## config.mk

```make
export PLATFORM = sky130hd
export DESIGN_NAME = floor_scheduler_flat
export DESIGN_NICKNAME = d
export VERILOG_FILES = /design/src/rtl/floor_scheduler_if.sv /design/src/rtl/floor_scheduler.sv /design/src/flat_wrapper.sv
export SDC_FILE = /design/constraint.sdc
export NUM_CORES = 1
export LEC_CHECK = 0
export ABC_AREA = 1
export ABC_CLOCK_PERIOD_IN_PS = 3200
export CAP_MARGIN = 30
export CORE_UTILIZATION = 39
export CTS_BUF_LIST = sky130_fd_sc_hd__clkbuf_16
export DETAILED_ROUTE_END_ITERATION = 10
export SLEW_MARGIN = 0
export SYNTH_ARGS = -nofsm -noshare
export SYNTH_HDL_FRONTEND = slang
export SYNTH_SLANG_ARGS = --single-unit
export TNS_END_PERCENT = 30
```

## constraint.sdc

```tcl
create_clock -name clk -period 3.2 [get_ports clk]
set_clock_uncertainty 0.15 [all_clocks]
set_input_delay 0.96 -clock clk [delete_from_list [all_inputs] [get_ports clk]]
set_output_delay 0.96 -clock clk [all_outputs]
set_load 0.02 [all_outputs]
```

## src/rtl/floor_scheduler_if.sv

```systemverilog
// Request/status bundle between the elevator front end and floor_scheduler.
// master = request/display side, slave = scheduler.
interface floor_scheduler_if #(
  parameter int FLOORS = 6
);
  logic [FLOORS-1:0] call_req;
  logic              door_close;
  logic [2:0]        floor;
  logic              dir;
  logic              moving;
  logic              door_open;
  logic              arrive;
  logic [FLOORS-1:0] pending;

  modport master (
    output call_req, door_close,
    input  floor, dir, moving, door_open, arrive, pending
  );

  modport slave (
    input  call_req, door_close,
    output floor, dir, moving, door_open, arrive, pending
  );
endinterface

```

## src/rtl/floor_scheduler.sv

```systemverilog
// SCAN (collective) request scheduler and car sequencer for the six-floor elevator:
// latches calls, steps the car one floor per TRAVEL_TICKS and times the door dwell.
module floor_scheduler #(
  parameter int FLOORS       = 6,
  parameter int TRAVEL_TICKS = 2,
  parameter int DOOR_TICKS   = 3
) (
  input  logic               clk,
  input  logic               reset,
  floor_scheduler_if.slave   bus
);

  localparam logic [1:0] S_IDLE = 2'd0;
  localparam logic [1:0] S_MOVE = 2'd1;
  localparam logic [1:0] S_DOOR = 2'd2;

  localparam int TW = (TRAVEL_TICKS > 1) ? $clog2(TRAVEL_TICKS) : 1;
  localparam int DW = (DOOR_TICKS > 1) ? $clog2(DOOR_TICKS) : 1;

  logic [1:0]        state_q, state_d;
  logic [2:0]        floor_q, floor_d;
  logic              dir_q, dir_d;
  logic [FLOORS-1:0] pending_q, pending_d;
  logic [TW-1:0]     travel_q, travel_d;
  logic [DW-1:0]     door_q, door_d;
  logic              close_q, close_d;
  logic              arrive_q, arrive_d;

  logic [FLOORS-1:0] here, next_here, latch_mask, clear;
  logic [2:0]        next_floor;
  logic              up_req, dn_req, call_here;

  always_comb begin
    up_req = 1'b0;
    dn_req = 1'b0;
    for (int unsigned i = 0; i < FLOORS; i++) begin
      if (pending_q[i] && (i > 32'(floor_q))) up_req = 1'b1;
      if (pending_q[i] && (i < 32'(floor_q))) dn_req = 1'b1;
    end
  end

  assign here       = FLOORS'(1) << floor_q;
  assign next_floor = dir_q ? floor_q + 3'd1 : floor_q - 3'd1;
  assign next_here  = FLOORS'(1) << next_floor;
  assign call_here  = |(bus.call_req & here);
  // The car has left its floor while moving, so only IDLE/DOOR swallow a same-floor call.
  assign latch_mask = (state_q == S_MOVE) ? '0 : here;

  always_comb begin
    state_d  = state_q;
    floor_d  = floor_q;
    dir_d    = dir_q;
    travel_d = travel_q;
    door_d   = door_q;
    close_d  = close_q;
    arrive_d = 1'b0;
    clear    = '0;
    case (state_q)
      S_IDLE: begin
        if (call_here || |(pending_q & here)) begin
          state_d  = S_DOOR;
          arrive_d = 1'b1;
          clear    = here;
          door_d   = '0;
          close_d  = 1'b0;
        end else if (dir_q && up_req) begin
          state_d  = S_MOVE;
          travel_d = '0;
        end else if (!dir_q && dn_req) begin
          state_d  = S_MOVE;
          travel_d = '0;
        end else if (up_req) begin
          dir_d    = 1'b1;
          state_d  = S_MOVE;
          travel_d = '0;
        end else if (dn_req) begin
          dir_d    = 1'b0;
          state_d  = S_MOVE;
          travel_d = '0;
        end
      end
      S_MOVE: begin
        if (travel_q == TW'(TRAVEL_TICKS - 1)) begin
          travel_d = '0;
          floor_d  = next_floor;
          if (|(pending_q & next_here)) begin
            state_d  = S_DOOR;
            arrive_d = 1'b1;
            clear    = next_here;
            door_d   = '0;
            close_d  = 1'b0;
          end
        end else begin
          travel_d = travel_q + TW'(1);
        end
      end
      S_DOOR: begin
        // A same-floor call outranks both the dwell expiry and a pending early close.
        if (call_here) begin
          door_d  = '0;
          close_d = 1'b0;
        end else if (close_q || (door_q == DW'(DOOR_TICKS - 1))) begin
          state_d = S_IDLE;
          door_d  = '0;
          close_d = 1'b0;
        end else begin
          door_d  = door_q + DW'(1);
          close_d = bus.door_close;
        end
      end
      default: begin
        state_d = S_IDLE;
      end
    endcase
    pending_d = (pending_q | (bus.call_req & ~latch_mask)) & ~clear;
  end

  always_ff @(posedge clk or posedge reset) begin
    if (reset) begin
      state_q   <= S_IDLE;
      floor_q   <= '0;
      dir_q     <= 1'b1;
      pending_q <= '0;
      travel_q  <= '0;
      door_q    <= '0;
      close_q   <= 1'b0;
      arrive_q  <= 1'b0;
    end else begin
      state_q   <= state_d;
      floor_q   <= floor_d;
      dir_q     <= dir_d;
      pending_q <= pending_d;
      travel_q  <= travel_d;
      door_q    <= door_d;
      close_q   <= close_d;
      arrive_q  <= arrive_d;
    end
  end

  assign bus.floor     = floor_q;
  assign bus.dir       = dir_q;
  assign bus.moving    = (state_q == S_MOVE);
  assign bus.door_open = (state_q == S_DOOR);
  assign bus.arrive    = arrive_q;
  assign bus.pending   = pending_q;

endmodule

```

## src/flat_wrapper.sv

```systemverilog
// flat-port wrapper written by rule: the top's interface ports become plain ports
module floor_scheduler_flat 
#(
  parameter int FLOORS       = 6,
  parameter int TRAVEL_TICKS = 2,
  parameter int DOOR_TICKS   = 3
)
  (clk, reset, bus_call_req, bus_door_close, bus_floor, bus_dir, bus_moving, bus_door_open, bus_arrive, bus_pending);
  floor_scheduler_if #(.FLOORS(FLOORS)) bus_i ();
  input  logic clk;
  input  logic reset;
  input wire logic [$bits(bus_i.call_req)-1:0] bus_call_req;
  input wire logic [$bits(bus_i.door_close)-1:0] bus_door_close;
  output wire logic [$bits(bus_i.floor)-1:0] bus_floor;
  output wire logic [$bits(bus_i.dir)-1:0] bus_dir;
  output wire logic [$bits(bus_i.moving)-1:0] bus_moving;
  output wire logic [$bits(bus_i.door_open)-1:0] bus_door_open;
  output wire logic [$bits(bus_i.arrive)-1:0] bus_arrive;
  output wire logic [$bits(bus_i.pending)-1:0] bus_pending;
  assign bus_i.call_req = bus_call_req;
  assign bus_i.door_close = bus_door_close;
  assign bus_floor = bus_i.floor;
  assign bus_dir = bus_i.dir;
  assign bus_moving = bus_i.moving;
  assign bus_door_open = bus_i.door_open;
  assign bus_arrive = bus_i.arrive;
  assign bus_pending = bus_i.pending;
  floor_scheduler #(.FLOORS(FLOORS), .TRAVEL_TICKS(TRAVEL_TICKS), .DOOR_TICKS(DOOR_TICKS)) u_core (.clk(clk), .reset(reset), .bus(bus_i));
endmodule
```

=== After elaboration in Yosys (flattened, before gate mapping) ===
Index checks and enable logic that the tools add are counted.
W data, S select, Z words.

* Register bits: 17
* Input port bits: 9
* Bits in latches: 0
* Output and inout bits: 13
* Memories: 0
* Bits in writable memories: 0
* ROM bits: 0
* Logic and storage cells: 126

* Multiply operators: 0
* Order comparisons: 11
* Muxes and demuxes: 51
* Bitwise logic cells: 11
* Divide/modulo/power cells: 0
* Equal/unequal tests: 11
* Add/sub/neg operators: 4
* Reduce and logical (&&, ||, !) cells: 28
* Shift operators: 2

{| class="wikitable"
|+ Operators by type and width
! kind !! number
|-
| $and A6 B6 Y6 || 5
|-
| $mux W2 || 14
|-
| $mux W1 || 26
|-
| $mux W6 || 4
|-
| $reduce_or A6 Y1 || 3
|-
| $logic_and A1 B1 Y1 || 13
|-
| $not A6 Y6 || 2
|-
| $pmux W2 S3 || 2
|-
| $pmux W6 S2 || 1
|-
| $shl A1 B3 Y6 const A || 2
|-
| $reduce_and A5 Y1 || 2
|-
| $ne A2 B1 Y1 const B || 4
|-
| $gt A2 B3 Y1 const A || 2
|-
| $gt A3 B3 Y1 const A || 2
|-
| $lt A1 B3 Y1 const A || 2
|-
| $lt A2 B3 Y1 const A || 2
|-
| $lt A3 B3 Y1 const A || 2
|-
| $ne A6 B1 Y1 const B || 1
|-
| $or A6 B6 Y6 || 1
|-
| $ne A5 B1 Y1 const B || 1
|-
| $eq A2 B2 Y1 const B || 2
|-
| $ne A2 B2 Y1 const B || 2
|-
| $pmux W1 S2 || 2
|-
| $reduce_and A4 Y1 || 1
|-
| other kinds (16) || 20
|}

=== Longest topological paths before layout ===
* Depth after elaboration: 14
* Mapped depth: 16
* Mapped depth without buffers: 15

=== Worst setup path after synthesis ===
OpenSTA, ideal clock, no wires.

* Path kind: register to register
* Start point: register u_core.floor_q[0] (netlist: u_core.bus.floor[0])
* End point: register u_core.door_q[0]
* Arrival time: 1903 ps
* Period minus slack after synthesis: 2175 ps
* Data required time: 2928 ps
* Buffers on the path: 1
* Path slack: 1025 ps
* Library setup time: 122 ps
* Stages on the path, launching flop included: 14
* Path through: dfrtp_1 > buf_2 > inv_2 > ha_1 > inv_1 > nand2_1 > nand2_1 > nand2_1 > nor3_1 > nor2_1 > nand3_2 > nand2_1 > nand2_1 > o21ai_1

* Cells in the longest elaborated chain, start to end: 7
* Elaborated cells between the ends (all ways): 17

{| class="wikitable"
|+ RTL lines
! element !! line !! source
|-
| start, declared || floor_scheduler.sv:21 || <nowiki>logic [2:0] floor_q, floor_d;</nowiki>
|-
| start signal, assigned || floor_scheduler.sv:130 || <nowiki>floor_q <= floor_d;</nowiki>
|-
| $sub A3 B1 Y3 / $add A3 B1 Y3 (equally long branches) || floor_scheduler.sv:43 || <nowiki>assign next_floor = dir_q ? floor_q + 3'd1 : floor_q - 3'd1;</nowiki>
|-
| $mux W3 || floor_scheduler.sv:43 ||
|-
| $shl A1 B3 Y6 || floor_scheduler.sv:44 || <nowiki>assign next_here = FLOORS'(1) << next_floor;</nowiki>
|-
| $and A6 B6 Y6 || floor_scheduler.sv:86 || <nowiki>if (|(pending_q & next_here)) begin</nowiki>
|-
| $reduce_or A6 Y1 || floor_scheduler.sv:86 ||
|-
| $ne A2 B1 Y1 (no source line) || -- ||
|-
| $reduce_and A4 Y1 (no source line) || -- ||
|-
| end signal, assigned || floor_scheduler.sv:134 || <nowiki>door_q <= door_d;</nowiki>
|-
| end, declared || floor_scheduler.sv:25 || <nowiki>logic [DW-1:0] door_q, door_d;</nowiki>
|}

Parallel ways exist; a longest one is shown, timed or not.
A chain may end at the register's enable or synchronous reset.

=== Worst setup path after layout ===
* Start point: register u_core.floor_q[2] (netlist: u_core.bus.floor[2])
* End point: output bus_floor[2]

{| class="wikitable"
|+ RTL lines
! element !! line !! source
|-
| end, declared || flat_wrapper.sv:14 || <nowiki>output wire logic [$bits(bus_i.floor)-1:0] bus_floor;</nowiki>
|}

No word-level cell between the ends.

==> flow_summary.json <==
{
  "cts_buffers": 3,
  "nNetsFinal": 247,
  "synth_edf_count": 0,
  "ant_nets": 0,
  "rows": 21,
  "cpMaxStageDelayCell": "clkdlybuf4s50_1",
  "htree_levels": 1,
  "gr-usage-all-layers_pct": 21.3,
  "synth_area_leaders": "dfrtp_1, nand2_1, inv_1",
  "ys.warnings.count": 0,
  "first_global_vias": 1237,
  "drt_iter0_markers": 49,
  "grt_pass1_wl_mm": 5.83,
  "syn_avg_cell_area_um2": 6.62,
  "whs_ns": 0.320,
  "wl_mm": 3.57,
  "post-route-util_pct": 50.7,
  "synth_ff_type": "dfrtp_1",
  "synth_most_common_cell": "nand2_1",
  "cts_resized": 0,
  "grt-ovfl-total": 0,
  "cp.arrival_ns": 1.58,
  "fp.dieH_um": 61.3,
  "required_ns": 2.09,
  "antenna_found_initial": 0,
  "crit_path_cell_trace": "clkdlybuf4s50_1",
  "syn_inst": 207,
  "drive_gt1_share_pct": 11.7,
  "cp.buffers_inverters": 1,
  "hp-class": "reg2reg",
  "root_buffer": "clkbuf_16",
  "tns_ns": 0,
  "syn_nets": 223,
  "path_class": "reg2out",
  "io_buffers": 21,
  "n_antenna_cell": 0,
  "power_mw": 1.59,
  "vias_per_cell": 4.97,
  "vias": 1371,
  "wl_per_cell_um": 12.9,
  "synthDistinctLibCells": 26,
  "setup_viol": 0,
  "synth_top_area_share_pct": 29.2,
  "hpwl_mm": 2.73,
  "cp_top_family": "buffers and inverters",
  "max_cap_violations": 0,
  "grt_start_max_net_pins": 18,
  "timing.fmax_mhz": 372,
  "yosysSeqAreaShare_pct": 31.1,
  "relSlewSlack_pct": 52.7,
  "start_kind": "flip-flop",
  "dp.cells": 272,
  "die_w_um": 61.3,
  "synth_common_cells": "nand2_1, inv_1, nor2_1",
  "drtPass1Iterations": 5,
  "path_max_fanout": 11,
  "post_cts_buffers": 0,
  "cp-end-kind": "primary output",
  "boundaryPins": 22,
  "path_clk_slew_ns": 0.05,
  "clock_sinks": 17,
  "power_density_nw_per_um2": 935,
  "rsz0062_at_grt": "no",
  "die-area_um2": 3750,
  "hold_viol": 0,
  "cts_hold_buf": 0,
  "drc": 0,
  "cts_tree": "done",
  "p_leak_nw": 0.827,
  "tightest_slew_ns": 0.709,
  "gp_congestion": 0.883,
  "clk_latency_ns": 0.25,
  "core_um2": 3360,
  "area_growth_pct": 24.4,
  "min_period_over_period_pct": 84.0,
  "async_reset_ff_share_pct": 100,
  "start_util_pct": 40.7,
  "status": "finished clean",
  "syn_area_um2": 1370,
  "yosysTopAreaCell": "dfrtp_1",
  "finalNonFillerCells": 276,
  "slowest_delay_ns": 0.70,
  "ys_ff_latch": 17,
  "drv_slew": 0,
  "irDropWorstVdd_uv": 413,
  "period_needed_ns": 2.69,
  "cts_buffer_depth": 2
}
-- metrics by stage --
step	instance area [um^2]	setup WS, ns
after floorplan	1370	1.02
after global placement	1620	0.649
after detailed placement	1620	0.647
after CTS	1700	0.516
after global routing	1700	0.402
final	1700	0.512
-- area by class of cell --
type | count | area [um^2]
sequential | 17 | 427
clock inverter | 1 | 5.00
timing repair buffer | 22 | 218
fill | 376 | 1660
clock buffer | 3 | 75.1
multi-input combinational | 156 | 803
tap | 46 | 57.6
inverter | 31 | 119
-- layout by cell type (no fill, tap or decap) --
cell type         n
nand2_1          63
inv_1            25
nor2_1           24
clkdlybuf4s50_1  21
dfrtp_1          16
o21ai_0          11
nand3_1          11
nor3_1            7
a21oi_1           7
ha_1              7
inv_2             5
o21ai_1           5
nand3_2           4
nand2_2           4
nand4_1           3
a211oi_2          3
clkbuf_16         3
inv_4             1
nor2_2            1
nor2_4            1
nand2_4           1
nor3_2            1
xor2_1            1
o32ai_1           1
and2_1            1
clkinv_2          1
buf_4             1
dfstp_2           1
-- flip-flops by register name (all words and copies together) (netlist names) --
name,flops
u_core.bus.arrive,1
u_core.bus.dir,1
u_core.bus.floor,3
u_core.bus.pending,6
u_core.close_q,1
u_core.door_q,2
u_core.state_q,2
u_core.travel_q,1
-- routing by layer --
metal  vias to the layer above  track usage [%]  wire (um)
met2                        39             32.6       1620
li1                        704                -          -
met1                       623             30.8       1760
met5                         -                0          0
met4                         0             7.14         44
met3                         5             2.94        144
-- worst paths after layout --
| check | endpoint | slack, ns | cells past startpoint | from |
|---|---|---|---|---|
| worst min register to register | u_core.close_q | 0.32 | 2 | u_core.close_q |
| worst max register to register | u_core.door_q[1] | 0.79 | 12 | u_core.bus.floor[0] |
| worst max-delay path | bus_floor[2] | 0.51 | 1 | u_core.bus.floor[2] |
| max in group asynchronous | u_core.bus.pending[0] | 1.48 | 2 | reset |
| min in group asynchronous | u_core.bus.pending[4] | 0.98 | 2 | reset |
| worst min-delay path | u_core.close_q | 0.32 | 2 | u_core.close_q |
-- worst reg2reg max path, stage by stage, from the launching register on --
cell and delay, ns:
dfrtp_1 0.59, inv_2 0.15, ha_1 0.33, inv_1 0.06
nand2_1 0.04, nand2_1 0.15, nand2_1 0.09, nor3_1 0.29
nor2_1 0.13, nand3_2 0.11, nand2_1 0.09, nand2_1 0.06
o21ai_1 0.05
-- where the power goes --
group	switching (mW)	leakage, nW	internal [mW]
Combinational	0.607	0.588	0.339
Sequential	0.103	0.199	0.287
Clock	0.0896	0.0409	0.168
Total	0.800	0.827	0.794
-- cells by family (layout without fill, tap and decap cells) --
kind of cell	count (synthesis)	in the layout	synth area share [%]
buf+inv	34	57	10.2
flops	17	17	31.1
xor+xnor	1	1	0.639
simple gates	121	121	39.8
compound gates	27	27	11.8
fa+ha+maj	7	7	6.39
No activity file was read; power rests on OpenSTA's default activity.
